### src/rtl/byte_word_port.sv
// Byte-serial word port: assembles LANES host bytes into a loaded word and serialises a stored word onto the host pins.
// Latency: request sampled in IDLE -> one STALL cycle -> LANES data cycles -> one DONE pulse cycle; all outputs registered.
// Backpressure: host_ready low in RX/TX freezes the lane index and holds address_out/data_out stable; core requests wait in IDLE.
//
// Ports:
//   clk, rst (sync, active-low)        - clock and reset
//   data_in, host_ready                - host byte and host flow control
//   rx_req, tx_req, tx_word            - core load/store requests (levels) and store word
//   rx_word, rx_valid, tx_done, busy   - completed load word, completion pulses, activity flag
//   data_out, address_out              - store byte and stall code / byte index to the host
module byte_word_port #(
    parameter int LANE_W    = 8,
    parameter int LANES     = 4,
    parameter bit MSB_FIRST = 1'b0
) (
    input  logic                     clk,
    input  logic                     rst,
    input  logic [LANE_W-1:0]        data_in,
    input  logic                     host_ready,
    input  logic                     rx_req,
    input  logic                     tx_req,
    input  logic [LANES*LANE_W-1:0]  tx_word,
    output logic [LANES*LANE_W-1:0]  rx_word,
    output logic                     rx_valid,
    output logic                     tx_done,
    output logic                     busy,
    output logic [LANE_W-1:0]        data_out,
    output logic [LANE_W-1:0]        address_out
);

    localparam int                WORD_W     = LANES * LANE_W;
    localparam logic [LANE_W-1:0] K_LAST     = LANE_W'(LANES - 1);
    localparam logic [LANE_W-1:0] K_ONE      = LANE_W'(1);
    localparam logic [LANE_W-1:0] TX_FLAG    = {1'b1, {(LANE_W-1){1'b0}}};
    localparam logic [LANE_W-1:0] STALL_CODE = '1;

    typedef enum logic [2:0] {
        S_IDLE  = 3'd0,
        S_STALL = 3'd1,
        S_RX    = 3'd2,
        S_TX    = 3'd3,
        S_DONE  = 3'd4
    } state_t;

    state_t              state, state_nxt;
    logic [LANE_W-1:0]   k, k_nxt;
    logic                dir, dir_nxt;        // 0 = RX, 1 = TX
    logic [WORD_W-1:0]   asm_q, asm_nxt;
    logic [WORD_W-1:0]   tx_buf;
    logic [LANE_W-1:0]   addr_nxt, dout_nxt;
    logic                rx_valid_nxt, tx_done_nxt, busy_nxt;

    // Transfer ordinal k -> physical lane within the word.
    function automatic int lane_of(input logic [LANE_W-1:0] idx);
        lane_of = MSB_FIRST ? (LANES - 1 - int'(idx)) : int'(idx);
    endfunction

    // Assembly register with the current host byte merged into its lane.
    always_comb begin
        asm_nxt = asm_q;
        asm_nxt[lane_of(k)*LANE_W +: LANE_W] = data_in;
    end

    // Next-state logic.
    always_comb begin
        state_nxt = state;
        k_nxt     = k;
        dir_nxt   = dir;
        case (state)
            S_IDLE: begin
                k_nxt = '0;
                if (rx_req) begin
                    state_nxt = S_STALL;
                    dir_nxt   = 1'b0;
                end else if (tx_req) begin
                    state_nxt = S_STALL;
                    dir_nxt   = 1'b1;
                end
            end
            S_STALL: begin
                state_nxt = dir ? S_TX : S_RX;
                k_nxt     = '0;
            end
            S_RX, S_TX: begin
                if (host_ready) begin
                    if (k == K_LAST) begin
                        state_nxt = S_DONE;
                        k_nxt     = '0;
                    end else begin
                        k_nxt = k + K_ONE;
                    end
                end
            end
            S_DONE:  state_nxt = S_IDLE;
            default: state_nxt = S_IDLE;
        endcase
    end

    // Output values for the coming cycle, derived from the next state so
    // every port can be driven straight from a flop.
    always_comb begin
        addr_nxt     = '0;
        dout_nxt     = '0;
        rx_valid_nxt = 1'b0;
        tx_done_nxt  = 1'b0;
        busy_nxt     = (state_nxt != S_IDLE);
        case (state_nxt)
            S_STALL: addr_nxt = STALL_CODE;
            S_RX:    addr_nxt = k_nxt + K_ONE;
            S_TX: begin
                addr_nxt = TX_FLAG | (k_nxt + K_ONE);
                dout_nxt = tx_buf[lane_of(k_nxt)*LANE_W +: LANE_W];
            end
            S_DONE: begin
                rx_valid_nxt = ~dir_nxt;
                tx_done_nxt  = dir_nxt;
            end
            default: ;
        endcase
    end

    // State, datapath and output registers.
    always_ff @(posedge clk) begin
        if (!rst) begin
            state       <= S_IDLE;
            k           <= '0;
            dir         <= 1'b0;
            asm_q       <= '0;
            tx_buf      <= '0;
            rx_word     <= '0;
            rx_valid    <= 1'b0;
            tx_done     <= 1'b0;
            busy        <= 1'b0;
            data_out    <= '0;
            address_out <= '0;
        end else begin
            state       <= state_nxt;
            k           <= k_nxt;
            dir         <= dir_nxt;
            rx_valid    <= rx_valid_nxt;
            tx_done     <= tx_done_nxt;
            busy        <= busy_nxt;
            data_out    <= dout_nxt;
            address_out <= addr_nxt;
            // Snapshot the store word on the accepting edge; later changes
            // on tx_word cannot disturb the transfer.
            if (state == S_IDLE && !rx_req && tx_req) begin
                tx_buf <= tx_word;
            end
            if (state == S_RX && host_ready) begin
                asm_q <= asm_nxt;
                // Only a fully assembled word is published.
                if (k == K_LAST) begin
                    rx_word <= asm_nxt;
                end
            end
        end
    end

endmodule

### config.mk
export PLATFORM = sky130hd
export DESIGN_NAME = byte_word_port
export DESIGN_NICKNAME = d
export VERILOG_FILES = /design/src/rtl/byte_word_port.sv
export SDC_FILE = /design/constraint.sdc
export NUM_CORES = 1
export LEC_CHECK = 0
export BUFFER_PORTS_ARGS = -buffer_cell sky130_fd_sc_hd__buf_2
export CAP_MARGIN = 20
export CORE_UTILIZATION = 41
export DETAILED_ROUTE_END_ITERATION = 8
export SYNTH_ARGS = -nofsm -noshare
export SYNTH_HDL_FRONTEND = slang
export SYNTH_SLANG_ARGS = --single-unit
### constraint.sdc
create_clock -name clk -period 3.5 [get_ports clk]
set_input_delay 0.7 -clock clk [delete_from_list [all_inputs] [get_ports clk]]
set_output_delay 0.7 -clock clk [all_outputs]
set_load 0.05 [all_outputs]
## Word-level counts from Yosys, hierarchy flattened

Index checks and enable logic that the tools add are counted.
W data, S select, Z words.

- Bits of input ports: 45
- Bits in registers: 127
- Output and inout port bits: 51
- Logic and storage cells: 51

- Shift-type cells: 3
- Equality and inequality tests: 8
- Muxes and demuxes: 14
- Reductions and logical operators: 11
- Bitwise operators: 1
- $add $sub $neg: 3

Operators with widths:

| kind | count |
|---|---|
| $neg A11 Y33 | 1 |
| $shift A8 B33 Y32 const A | 1 |
| $shiftx A8 B33 Y32 | 1 |
| $bwmux W32 | 1 |
| $shiftx A32 B12 Y8 | 1 |
| $pmux W8 S3 | 1 |
| $add A8 B1 Y8 const B | 2 |
| $mux W8 | 2 |
| $pmux W8 S2 | 1 |
| $eq A3 B2 Y1 const B | 4 |
| $mux W3 | 4 |
| $pmux W3 S3 | 1 |
| $eq A8 B2 Y1 const B | 1 |
| $eq A3 B1 Y1 const B | 2 |
| $reduce_and A2 Y1 | 3 |
| $mux W1 | 4 |
| $reduce_or A2 Y1 | 2 |
| $eq A3 B3 Y1 const B | 1 |
| $logic_and A1 B1 Y1 | 3 |
| $logic_not A3 Y1 | 1 |
| $reduce_bool A3 Y1 | 1 |
| $logic_not A1 Y1 | 1 |
| $not A1 Y1 | 1 |

## Logic depth before layout (Yosys ltp)

- Depth in word-level cells: 6
- Mapped depth: 13
- Mapped depth without buffers: 9

## Least setup slack after synthesis

OpenSTA, ideal clock, no wires.

- Kind: reg-to-reg
- Start point: register k[3]
- End point: register asm_q[0]
- Arrival: 3,103 ps
- Buffers on the path: 3
- Setup slack: 281 ps
- Library setup time: 116 ps
- Period minus slack after synthesis: 3,219 ps
- Cell stages (with the launch flop): 13
- Cell sequence: dfxtp_1 buf_6 or4_4 buf_6 nor4_1 ha_1 nor4_1 o2111ai_1 or4_4 buf_6 nor3_4 mux2i_1 nor2b_1

- Cells in the longest elaborated chain, start to end: 3
- Elaborated cells between the ends (all ways): 4
- Classes of those cells: add/sub (1); shift (2); mux (1)

Ends and longest elaborated chain:

| what | line | text |
|---|---|---|
| from (decl) | 46 | `logic [LANE_W-1:0] k, k_nxt;` |
| from (signal assigned) | 138 | `k <= k_nxt;` |
| $neg A11 Y33 (*) | 61 | `asm_nxt[lane_of(k)*LANE_W +: LANE_W] = data_in;` |
| $shiftx A8 B33 Y32 / $shift A8 B33 Y32 (equally long branches) | 61 |  |
| $bwmux W32 (*) | 61 |  |
| to (signal assigned) | 151 | `asm_q <= asm_nxt;` |
| to (decl) | 48 | `logic [WORD_W-1:0] asm_q, asm_nxt;` |

Every way passes the cells marked *; elsewhere a longest branch is shown, timed or not.
A chain may end at the register's enable or synchronous reset.

## Worst setup path in the final report

- Start point: register k[4]
- End point: register asm_q[5]

Same word-level chain as after synthesis.

==> metrics.csv <==
stage,metric,value,unit
status,status,completed,
route,num_vias,4829,
run,max-cap-violations,0,
cells_and_area,nets,768,
cts,cts.repair.resized,0,
route,highest_layer,met4,
floorplan,io_pins,96,
worst_setup_path,end_kind,register,
route,via_per_inst,5.32,
cells_and_area,fin_util,52.1,%
sta,fin_setup_tns,0,ns
cts,cts_tree,yes,
power,p_sw,0.854,mW
grt,track_usage,20.5,%
synthesis,synth_edf_count,0,
synthesis,yosys.cell_types.count,55,
route,wl_per_cell,15.3,µm
route,route.detailed.drc,0,
worst_setup_path,critPathKind,register to register,
worst_setup_path,path_delay_family,simple AND/OR/NAND/NOR gates,
synthesis,netlist.area_leader.share,44.6,%
grt,grt_pass1_vias,4831,
cells_and_area,layout_common_cells,"dfxtp_1, nand2_1, buf_2",
cts,clk_pin_slew,0.05,ns
power,intPower,2.78,mW
worst_setup_path,worst-path-buf-inv,1,
floorplan,core,13400,µm²
cts,clk_latency,0.42,ns
worst_setup_path,required,3.80,ns
sta,finClkSkew,0.00940,ns
worst_setup_path,crit_chain,or4_4 > nor4_1 > ha_1 > nor4_1 > o2111ai_1 > or4_4 > nor3_4 > buf_12 > mux2i_1 > nor2b_1,
cts,cts_max_path_buffers,2,
power,peakVddDrop,311,µV
synthesis,synth_flop_cell,dfxtp_1,
cts,cts_max_level,4,
route,dr.pass1.iters,4,
cells_and_area,fill_cells,1245,
grt,antenna_found_initial,0,
sta,finalMaxSlewViolations,0,
synthesis,syn_avg_cell_area,9.01,µm²
synthesis,synth_top_cell_by_area,dfxtp_1,
worst_setup_path,slowest_delay,0.57,ns
sta,setup_violations,0,
cts,cts_root_buf,clkbuf_16,
floorplan,fp-row-count,42,
synthesis,synth_area_leaders,"dfxtp_1, mux2i_1, nand2_1, a21boi_0, o21ai_0",
placement,hpwl,9440,µm
floorplan,die_w,120,µm
power,power_leakage,3.09,nW
cells_and_area,diodes,0,
sta,rsz0062_at_grt,no,
cells_and_area,drive_above_1_share,22.5,%
route,met1_length,6390,µm
route,finalWirelength,13900,µm
synthesis,netlist_area,5700,µm²
route,drt-initial-drc-count,288,
sta,fmax,0.302,GHz
worst_setup_path,crit_arrival,3.61,ns
sta,finalHoldViolCount,0,
power,p_seq_share,41.6,%
hold_path,holdCritPathClass,register to register,
power,swShare,23.5,%
synthesis,ys_ff_latch,127,
floorplan,start_util,42.5,%
route,route.met2.wl,6820,µm
synthesis,synth_nets,681,
grt,overflow,0,
power,clock_power_share,49.4,%
worst_setup_path,cpMaxStageDelayCell,or4_4,
floorplan,die_h,120,µm
worst_setup_path,startpoint_type,register,
placement,port_buffers,95,
cts,cts_made_buffers,17,
floorplan,die_area,14400,µm²
cells_and_area,syn2layout_area_growth,22.6,%
synthesis,ys_seq_area_share,44.6,%
worst_setup_path,cp_max_fo,9,
placement,gp_congestion,0.810,
route,route.met3.wl,536,µm
grt,grt_pass1_wl,23100,µm
power,power_density,521,nW/µm²
sta,worst_pin_slew,0.638,ns
sta,finalCritPeriodShare,94.5,%
cts,cts.sinks,127,
synthesis,yosys_warnings,0,
grt,grt_max_degree,75,
power,p_comb_share,9.0,%
synthesis,postSynthCellCount,632,
sta,layout_min_cycle_time,3.31,ns
sta,slew-limit-headroom,57.2,%
synthesis,synth_async_sr_flop_share,0,%
route,ant_nets,0,
cells_and_area,final_common_cell,dfxtp_1,
-- power by group through the flow --
stage          Clock [mW]  Sequential [mW]  Combinational (mW)
4_1_cts              1.83             1.51               0.327
6_report             1.80             1.51               0.326
3_3_place_gp            0             1.54               0.319
3_5_place_dp            0             1.54               0.325
2_1_floorplan           0             1.59               0.182
5_1_grt              1.90             1.52               0.358
-- sequential cells by signal, indices dropped and copies added (netlist names), 3 cells and up --
register,count
tx_buf,32
state,3
k,8
address_out,8
rx_word,32
data_out,8
asm_q,32
-- per-layer routing --
metal | vias up | track usage (%)
met2 | 92 | 33.2
li1 | 2406 | -
met3 | 9 | 5.47
met4 | 0 | 7.11
met1 | 2322 | 26.2
met5 | - | 0
-- metrics by stage --
stage               worst slack, ns  instances  power [mW]  area [µm²]  hold WS (ns)
finish                        0.192        908        3.64        6980         0.462
global route                 0.0131        908        3.77        6980         0.481
CTS                           0.101        907        3.67        6960         0.465
detailed placement            0.117        875        1.87        6350         0.458
global placement              0.305        875        1.86        6350         0.446
floorplan                     0.281        632        1.77        5700         0.437
-- cell usage after synthesis, types with 6 or more instances --
cell type / n
a211oi_1: 15
a21boi_0: 33
a21oi_1: 22
and2_1: 28
clkbuf_1: 43
dfxtp_1: 127
inv_1: 8
mux2i_1: 41
mux4_2: 8
nand2_1: 106
nand3_1: 14
nand4_1: 14
nor2_1: 24
nor2b_1: 22
nor3_1: 17
nor4_1: 6
o211a_1: 8
o21ai_0: 38
-- path summary, 6_finish.rpt --
path | from | end | slack, ns | depth (start not counted)
min | tx_buf[28] | tx_buf[28] | 0.46 | 2
max | k[4] | asm_q[5] | 0.19 | 10
max reg2reg | k[4] | asm_q[5] | 0.19 | 10
min reg2reg | tx_buf[28] | tx_buf[28] | 0.46 | 2
-- area by class of cell --
class / instances / area, µm² / area share [%]
Clock inverter: 10 / 135 / 1.94
Clock buffer: 22 / 474 / 6.79
Inverter: 8 / 30.0 / 0.430
Multi-Input combinational cell: 448 / 2910 / 41.7
Tap cell: 176 / 220 / 3.15
Sequential cell: 127 / 2540 / 36.4
Timing Repair Buffer: 117 / 666 / 9.53
-- tightest hold or removal path, cell delays in order (launching register included) --
cell and delay (ns):
dfxtp_1 0.30, nand2_1 0.05, a21boi_0 0.06
-- kinds of logic (layout without fill, tap and decap cells) --
kind of cell / Yosys count / after routing / synth area share [%]
buffers and inverters: 57 / 157 / 4.22
flip-flops: 127 / 127 / 44.6
adder cells (fa/ha/maj): 4 / 4 / 0.879
XOR/XNOR: 6 / 6 / 0.922
AO/OA/AOI/OAI: 140 / 140 / 16.7
AND/OR/NAND/NOR: 248 / 248 / 22.1
multiplexers: 50 / 50 / 10.6
-- what timing repair did --
action	in CTS	in global routing
endpoints found under the hold margin	0	0
endpoints found under the setup margin	0	8
buffers inserted	0	1
hold buffers	0	0
No activity file was read; power rests on OpenSTA's default activity.
